===== config.mk =====
export PLATFORM = sky130hd
export DESIGN_NAME = rv32_prefetch_buffer
export DESIGN_NICKNAME = d
export VERILOG_FILES = /design/src/rtl/rv32_prefetch_buffer.sv
export SDC_FILE = /design/constraint.sdc
export NUM_CORES = 1
export LEC_CHECK = 0
export CORE_ASPECT_RATIO = 0.5
export CORE_UTILIZATION = 25
export CTS_CLUSTER_DIAMETER = 40
export DETAILED_ROUTE_END_ITERATION = 8
export GPL_ROUTABILITY_DRIVEN = 0
export PLACE_DENSITY_LB_ADDON = 0.2
export SETUP_SLACK_MARGIN = 0.1
export SLEW_MARGIN = 20
export SYNTH_ARGS = -nofsm -noshare
export SYNTH_HDL_FRONTEND = slang
export SYNTH_SLANG_ARGS = --single-unit

===== constraint.sdc =====
create_clock -name clk_i -period 10.35 [get_ports clk_i]
set_input_delay 2.07 -clock clk_i [delete_from_list [all_inputs] [get_ports clk_i]]
set_output_delay 2.07 -clock clk_i [all_outputs]
set_load 0.01 [all_outputs]

===== src/rtl/rv32_prefetch_buffer.sv =====
// ---------------------------------------------------------------------------------------------
// rv32_prefetch_buffer
//
// Instruction prefetch stage between instruction memory and decode. Issues sequential word
// fetches ahead of decode (at most MAX_OUT granted-but-unanswered requests) and buffers the
// returned words together with their PC in a DEPTH-entry FIFO. A redirect flushes the FIFO,
// restarts fetching at the new PC and drops every response still in flight.
//
// Optional feature (compile-time macro PFB_BYPASS_EN):
//   When defined, a live response arriving while the FIFO is empty and decode is ready is
//   forwarded straight to instr_o/instr_pc_o in the same cycle instead of being buffered.
//   When undefined, every response goes through the FIFO (one cycle minimum latency).
//
// Ports:
//   clk_i          in   clock, rising edge
//   rst_i          in   asynchronous, active-high reset
//   redirect_i     in   flush and restart fetch at redirect_pc_i
//   redirect_pc_i  in   new fetch PC (bits [1:0] ignored)
//   imem_req_o     out  fetch request, held with imem_addr_o until imem_gnt_i
//   imem_addr_o    out  word-aligned fetch address
//   imem_gnt_i     in   request accepted this cycle
//   imem_rvalid_i  in   in-order response valid
//   imem_rdata_i   in   response instruction word
//   instr_valid_o  out  {instr_o, instr_pc_o} valid to decode
//   instr_ready_i  in   decode accepts the presented instruction
//   instr_o        out  instruction word
//   instr_pc_o     out  PC of instr_o
// ---------------------------------------------------------------------------------------------
module rv32_prefetch_buffer #(
  parameter int unsigned DEPTH    = 4,
  parameter int unsigned MAX_OUT  = 2,
  parameter logic [31:0] RESET_PC = 32'h0
) (
  input  logic        clk_i,
  input  logic        rst_i,
  input  logic        redirect_i,
  input  logic [31:0] redirect_pc_i,
  output logic        imem_req_o,
  output logic [31:0] imem_addr_o,
  input  logic        imem_gnt_i,
  input  logic        imem_rvalid_i,
  input  logic [31:0] imem_rdata_i,
  output logic        instr_valid_o,
  input  logic        instr_ready_i,
  output logic [31:0] instr_o,
  output logic [31:0] instr_pc_o
);

  localparam int unsigned PtrW = (DEPTH > 1) ? $clog2(DEPTH) : 1;
  localparam int unsigned CntW = $clog2(DEPTH + 1);
  localparam int unsigned OutW = $clog2(MAX_OUT + 1);

  // FIFO storage and pointers; DEPTH is a power of two so pointers wrap naturally.
  logic [31:0]     fifo_pc_q   [DEPTH];
  logic [31:0]     fifo_data_q [DEPTH];
  logic [PtrW-1:0] rd_ptr_q, rd_ptr_d;
  logic [PtrW-1:0] wr_ptr_q, wr_ptr_d;
  logic [CntW-1:0] fifo_cnt_q, fifo_cnt_d;

  // Fetch bookkeeping.
  logic [31:0]     fetch_pc_q, fetch_pc_d;
  logic [31:0]     rsp_pc_q, rsp_pc_d;
  logic [OutW-1:0] out_cnt_q, out_cnt_d;  // granted, no rvalid yet (includes stale ones)
  logic [OutW-1:0] discard_q, discard_d;  // how many of the outstanding are stale

  logic [31:0] redirect_pc_aligned;
  logic [31:0] occupancy;
  logic        grant;
  logic        fifo_empty;
  logic        rsp_keep;
  logic        bypass;
  logic        push;
  logic        pop;

  logic unused_redirect_lsb;
  assign unused_redirect_lsb = ^redirect_pc_i[1:0];

  assign redirect_pc_aligned = {redirect_pc_i[31:2], 2'b00};
  assign fifo_empty          = (fifo_cnt_q == '0);

  // Credit check: buffered words plus live (non-stale) in-flight fetches must leave a free
  // slot, so every live response is guaranteed somewhere to land.
  assign occupancy = 32'(fifo_cnt_q) + 32'(out_cnt_q - discard_q);

  // Request is suppressed while reset is held so the reset state shows no request.
  assign imem_req_o  = !rst_i && !redirect_i && (32'(out_cnt_q) < MAX_OUT) &&
                       (occupancy < DEPTH);
  assign imem_addr_o = fetch_pc_q;
  assign grant       = imem_req_o && imem_gnt_i;

  // A response is kept only if it is not stale and no redirect squashes it this cycle.
  assign rsp_keep = imem_rvalid_i && (discard_q == '0) && !redirect_i;

`ifdef PFB_BYPASS_EN
  assign bypass = rsp_keep && fifo_empty && instr_ready_i;
`else
  assign bypass = 1'b0;
`endif

  assign push = rsp_keep && !bypass;
  assign pop  = !fifo_empty && instr_ready_i && !redirect_i;

  assign instr_valid_o = !redirect_i && (!fifo_empty || bypass);

  always_comb begin
    instr_o    = fifo_data_q[rd_ptr_q];
    instr_pc_o = fifo_pc_q[rd_ptr_q];
    if (bypass) begin
      instr_o    = imem_rdata_i;
      instr_pc_o = rsp_pc_q;
    end
  end

  // Next-state logic.
  always_comb begin
    fetch_pc_d = fetch_pc_q;
    rsp_pc_d   = rsp_pc_q;
    rd_ptr_d   = rd_ptr_q;
    wr_ptr_d   = wr_ptr_q;
    fifo_cnt_d = fifo_cnt_q;
    discard_d  = discard_q;
    out_cnt_d  = out_cnt_q + OutW'(grant) - OutW'(imem_rvalid_i);

    if (redirect_i) begin
      // grant is 0 here, so out_cnt_d already reflects only this cycle's rvalid; everything
      // still outstanding afterwards belongs to the old stream.
      fetch_pc_d = redirect_pc_aligned;
      rsp_pc_d   = redirect_pc_aligned;
      rd_ptr_d   = '0;
      wr_ptr_d   = '0;
      fifo_cnt_d = '0;
      discard_d  = out_cnt_d;
    end else begin
      if (grant) begin
        fetch_pc_d = fetch_pc_q + 32'd4;
      end
      if (imem_rvalid_i && (discard_q != '0)) begin
        discard_d = discard_q - OutW'(1);
      end
      if (rsp_keep) begin
        rsp_pc_d = rsp_pc_q + 32'd4;
      end
      if (push) begin
        wr_ptr_d = wr_ptr_q + PtrW'(1);
      end
      if (pop) begin
        rd_ptr_d = rd_ptr_q + PtrW'(1);
      end
      fifo_cnt_d = fifo_cnt_q + CntW'(push) - CntW'(pop);
    end
  end

  always_ff @(posedge clk_i or posedge rst_i) begin
    if (rst_i) begin
      fetch_pc_q <= RESET_PC;
      rsp_pc_q   <= RESET_PC;
      rd_ptr_q   <= '0;
      wr_ptr_q   <= '0;
      fifo_cnt_q <= '0;
      out_cnt_q  <= '0;
      discard_q  <= '0;
      for (int unsigned i = 0; i < DEPTH; i++) begin
        fifo_pc_q[i]   <= '0;
        fifo_data_q[i] <= '0;
      end
    end else begin
      fetch_pc_q <= fetch_pc_d;
      rsp_pc_q   <= rsp_pc_d;
      rd_ptr_q   <= rd_ptr_d;
      wr_ptr_q   <= wr_ptr_d;
      fifo_cnt_q <= fifo_cnt_d;
      out_cnt_q  <= out_cnt_d;
      discard_q  <= discard_d;
      if (push) begin
        fifo_pc_q[wr_ptr_q]   <= rsp_pc_q;
        fifo_data_q[wr_ptr_q] <= imem_rdata_i;
      end
    end
  end

`ifndef SYNTHESIS
  // The credit rule must make a push into a full FIFO impossible.
  a_no_push_full : assert property (@(posedge clk_i) disable iff (rst_i)
    !(push && (32'(fifo_cnt_q) == DEPTH)));

  a_out_bound : assert property (@(posedge clk_i) disable iff (rst_i)
    (32'(out_cnt_q) <= MAX_OUT));

  a_discard_bound : assert property (@(posedge clk_i) disable iff (rst_i)
    (discard_q <= out_cnt_q));

  a_fifo_bound : assert property (@(posedge clk_i) disable iff (rst_i)
    (32'(fifo_cnt_q) <= DEPTH));
`endif

endmodule


# After elaboration in Yosys (flattened, before gate mapping)
# Index checks and enable logic that the tools add are counted.
# W data, S select, Z words.
totals:
  register_bits: 331
  latch_bits: 0
  ram_bits: 0
  mem_bits_ro: 0
  input_bits: 70
  output_inout_bits: 98
  elab_cells: 75
  mem_count: 0
classes:
  add_sub_neg: 11
  multipliers: 0
  div: 0
  n_lt_le_gt_ge: 5
  eq_ne: 0
  shift: 0
  n_mux: 21
  n_bitwise: 2
  reduce_logical: 21
op_table:
  columns: ["cell", "n"]
  rows:
  - ["$mux W32", 9]
  - ["$bwmux W128", 2]
  - ["$bmux W32 S2", 2]
  - ["$add A32 B3 Y32 const B", 2]
  - ["$demux W32 S2", 1]
  - ["$lt A32 B3 Y1 const B", 1]
  - ["$mux W2", 6]
  - ["$logic_and A1 B1 Y1", 11]
  - ["$reduce_bool A2 Y1", 5]
  - ["$ge A3 B3 Y1 const B", 2]
  - ["$not A2 Y3", 2]
  - ["$add A4 B3 Y5", 1]
  - ["$add A2 B1 Y2 const B", 2]
  - ["$add A3 B1 Y3", 1]
  - ["$logic_not A1 Y1", 3]
  - ["$logic_not A3 Y1", 1]
  - ["$lt A3 B1 Y1 const B", 1]
  - ["$mux W3", 1]
  - ["$sub A2 B2 Y3", 1]
  - ["$sub A3 B1 Y3", 1]
  - ["$add A2 B1 Y2", 1]
  - ["$logic_not A2 Y1", 1]
  - ["$lt A2 B2 Y1 const B", 1]
  - ["$sub A2 B1 Y2", 1]
  - ["$sub A2 B1 Y2 const B", 1]

# Longest topological paths before layout
depth:
  depth_word: 8
  ltp_mapped: 16
  ltp_nobuf: 15

# Worst setup path before layout
# No wires, ideal clock.
synth_path:
  path_type: "input-to-output"
  from: "input port redirect_i"
  to: "output port imem_req_o"
  arrival_time_ps: 3106
  t_required_ps: 8280
  setup_slack_ps: 5174
  path_stages: 3
  path_buffers: 2
  cell_sequence: "clkbuf_1 clkbuf_1 a2111oi_0"
synth_via:
  elab_chain_cells: 4
synth_lines:
  columns: ["item", "line", "rtl"]
  rows:
  - ["from (decl)", "36", "input logic redirect_i,"]
  - ["$logic_not A1 Y1", "86", "assign imem_req_o = !rst_i && !redirect_i && (32'(out_cnt_q) < MAX_OUT) &&"]
  - ["$logic_and A1 B1 Y1 (3 in a row)", "86", null]
  - ["to (decl)", "38", "output logic imem_req_o,"]
# No other way between the ends.

# Worst setup path after layout
layout_path:
  from: "register out_cnt_q[1]"
  to: "output port imem_req_o"
layout_via:
  elab_chain_cells: 4
  elab_cells_between_ends: 6
  cone_classes: "add/sub (2); order compare (2); reduce/logical (2)"
layout_lines:
  columns: ["item", "line", "rtl"]
  rows:
  - ["from (decl)", "63", "logic [OutW-1:0] out_cnt_q, out_cnt_d;"]
  - ["from (signal assigned)", "172", "out_cnt_q <= out_cnt_d;"]
  - ["$sub A2 B2 Y3", "83", "assign occupancy = 32'(fifo_cnt_q) + 32'(out_cnt_q - discard_q);"]
  - ["$add A4 B3 Y5", "83", null]
  - ["$lt A32 B3 Y1", "87", "(occupancy < DEPTH);"]
  - ["$logic_and A1 B1 Y1 (*)", "86", null]
# Mark *: on every way between the ends. The rest lies on a longest branch, timed or not.

==> flow_summary.json <==
{
  "status": "finished, final reports clean",
  "placed_area_um2": 17330,
  "io-pin-count": 168,
  "cts_buffers": 42,
  "die-area_um2": 60570,
  "p_seq_frac": 0.372,
  "clkLatencyLatePin_ns": 0.55,
  "comb_power_share": 0.324,
  "cts-root-buf": "clkbuf_16",
  "yosysWarnings": 0,
  "drive_gt1_frac": 0.3355,
  "core_um2": 58100,
  "ys.flop_type": "dfrtp_1",
  "r2r-start": "out_cnt_q[1]",
  "htree_levels": 2,
  "max_slew_margin": 0.3059,
  "cts.hold.buffers_added": 0,
  "syn_inst": 1061,
  "synth_area_per_cell_um2": 14.03,
  "area_growth_pct": 26.23,
  "wire_per_inst_um": 19.80,
  "dieWidth_um": 347.1,
  "crit_arrival_ns": 4.15,
  "ant_nets": 0,
  "startpoint": "out_cnt_q[1]",
  "ys_ff_latch": 319,
  "postLayoutCoreUtil": 0.3233,
  "start_kind": "flip-flop",
  "ys_seq_area_frac": 0.5364,
  "cp-end-kind": "output port",
  "rsz0062_at_grt": "no",
  "ys_top_cells_by_area": "dfrtp_1 54%, mux2_2 19%, mux4_2 9.4%, xor2_1 1.5%, ha_1 1.3%",
  "drv_cap": 0,
  "period_minus_slack_ns": 6.215,
  "setup_viol": 0,
  "syn_area_um2": 14880,
  "crit_type": "reg -> out",
  "post_cts_buffers": 0,
  "p_sw_uw": 1458,
  "synthArstFlopShare": 1.000,
  "cp_data_required_time_ns": 8.28,
  "clk_path_buf_depth": 3,
  "peakVddDrop_v": 0.0001260,
  "clockPowerShare": 0.304,
  "slew_violations": 0,
  "finClkSkew_ns": 0.01937,
  "drt_wl_total_um": 39950,
  "synth_top_area_frac": 0.5364,
  "min_from": "fifo_pc_q[29]",
  "reg2regPathDepth": 13,
  "switching_share": 0.2998,
  "ctsResizeCount": 0,
  "fin_nets": 1303,
  "grtUsageTotal": 0.1339,
  "grt_pass1_wl_um": 62710,
  "clkSlewWorstSetupHoldPaths_ns": 0.06,
  "tritoncts": "built",
  "synth_edf_count": 0,
  "hpwl_um": 25700,
  "vias": 9419,
  "start_util": 0.2561,
  "final_common_cell": "dfrtp_1",
  "hold_path_depth": 2,
  "setup_tns_ns": 0,
  "vias_per_cell": 4.667,
  "grt_pass1_vias": 10580,
  "finalHoldViolations": 0,
  "antenna_found_initial": 1,
  "hold_class": "reg -> reg",
  "first_pass_iters": 4,
  "power_density_nw_per_um2": 258.9,
  "port_buffers": 161,
  "yosysUniqueCellTypes": 56,
  "fp.dieH_um": 174.5,
  "drc": 0,
  "grt_start_max_net_pins": 188,
  "tightest_slew_ns": 1.041,
  "layout_common_cells": "317 x dfrtp_1, 255 x mux2_2, 160 x clkdlybuf4s50_1",
  "period_share": 0.6005,
  "internal-power_uw": 3406,
  "max_freq_mhz": 160.9,
  "num_rows": 62,
  "cts_sinks": 319,
  "synth_top_area_cell": "dfrtp_1",
  "p_leak_uw": 0.008121,
  "grt_remaining_overflow": 0,
  "drtIter0Drc": 342,
  "stdcell_area_um2": 18790,
  "crit_fanout": 17
}
[power by group through the flow]
| stage | registers, uW | clock network, uW | logic, uW |
|---|---|---|---|
| detailed placement | 1840 | 0 | 1610 |
| global placement | 1800 | 0 | 1580 |
| floorplan | 1730 | 0 | 986 |
| CTS | 1820 | 1520 | 1620 |
| global route | 1860 | 1570 | 1700 |
| finish | 1810 | 1480 | 1580 |
[cells by family (layout without fill, tap and decap cells)]
logic type | count (synthesis) | in the layout | synth area share
AND/OR/NAND/NOR | 188 | 188 | 0.06843
multiplexers | 324 | 324 | 0.2915
buffers and inverters | 90 | 275 | 0.02438
XOR/XNOR | 43 | 43 | 0.02530
AO/OA/AOI/OAI | 79 | 79 | 0.03850
flip-flops | 319 | 319 | 0.5364
adder cells (fa/ha/maj) | 17 | 17 | 0.01530
other | 1 | 5 | 0.0002520
[synthesized netlist by cell type, types with 4 or more instances]
master    count
a31oi_1       5
inv_1        23
buf_4         4
buf_1        11
and3_1       10
mux4_2       62
and4_1        8
mux2i_1       7
xor2_1       26
nor4_1        9
o21bai_1      4
o21ai_0      16
nor2_1       29
mux2_2      255
nand4_1      21
ha_1         15
nand3_1      21
dfrtp_1     319
a21oi_1      10
nand2b_1     12
xnor2_1      17
o31a_1       13
nand2_1      47
nor3_1        8
a21boi_0     10
clkbuf_1     49
[per-stage QoR]
stage | hold slack [ns] | total power [uW] | cells | worst slack (ns)
3_3_place_gp | 0.4584 | 3377 | 1939 | 4.160
4_1_cts | 0.4790 | 4956 | 2016 | 4.095
5_1_grt | 0.5024 | 5134 | 2018 | 4.004
3_5_place_dp | 0.4655 | 3448 | 1939 | 4.157
2_1_floorplan | 0.4446 | 2717 | 1064 | 4.027
6_report | 0.4726 | 4864 | 2018 | 4.135
[worst max-delay path: stages, from the launching register on]
cell and delay [ns]:
dfrtp_1 0.46, inv_1 0.10, fa_1 0.50, ha_1 0.37
or4b_1 0.48, o311ai_2 0.09, buf_4 0.27, nand2_1 0.07
a2111oi_0 0.60, clkdlybuf4s50_1 0.66
[worst paths after layout]
check / slack [ns] / to
hold reg to reg: 0.47 / fifo_pc_q[29]
setup reg to reg: 6.14 / discard_q[1]
setup / recovery: 4.13 / imem_req_o
max in group asynchronous: 6.39 / fifo_pc_q[94]
min in group asynchronous: 2.12 / imem_addr_o[10]
hold / removal: 0.47 / fifo_pc_q[29]
[flip-flops by register name (all words and copies together) (netlist names)]
signal,count
fifo_data_q,128
wr_ptr_q,2
fifo_pc_q,120
fifo_cnt_q,3
imem_addr_o,30
out_cnt_q,2
rd_ptr_q,2
discard_q,2
rsp_pc_q,30
[layer usage]
layer / global-route usage / vias up / part of all wire
met1: 0.1624 / 5011 / 0.42
met4: 0.03890 / 0 / 0.023
li1: - / 4220 / -
met3: 0.02258 / 53 / 0.031
met2: 0.2429 / 135 / 0.52
met5: 0 / - / 0
[cell type report]
| class | instances | area, um^2 |
|---|---|---|
| Timing Repair Buffer | 175 | 1752 |
| Sequential cell | 319 | 7988 |
| Inverter | 23 | 90.09 |
| Multi-Input combinational cell | 655 | 6579 |
| Tap cell | 768 | 960.9 |
| Fill cell | 5651 | 39320 |
| Antenna cell | 1 | 2.502 |
| Clock buffer | 51 | 1115 |
| Clock inverter | 26 | 300.3 |
Note: power is estimated with default switching activity, not from simulation.
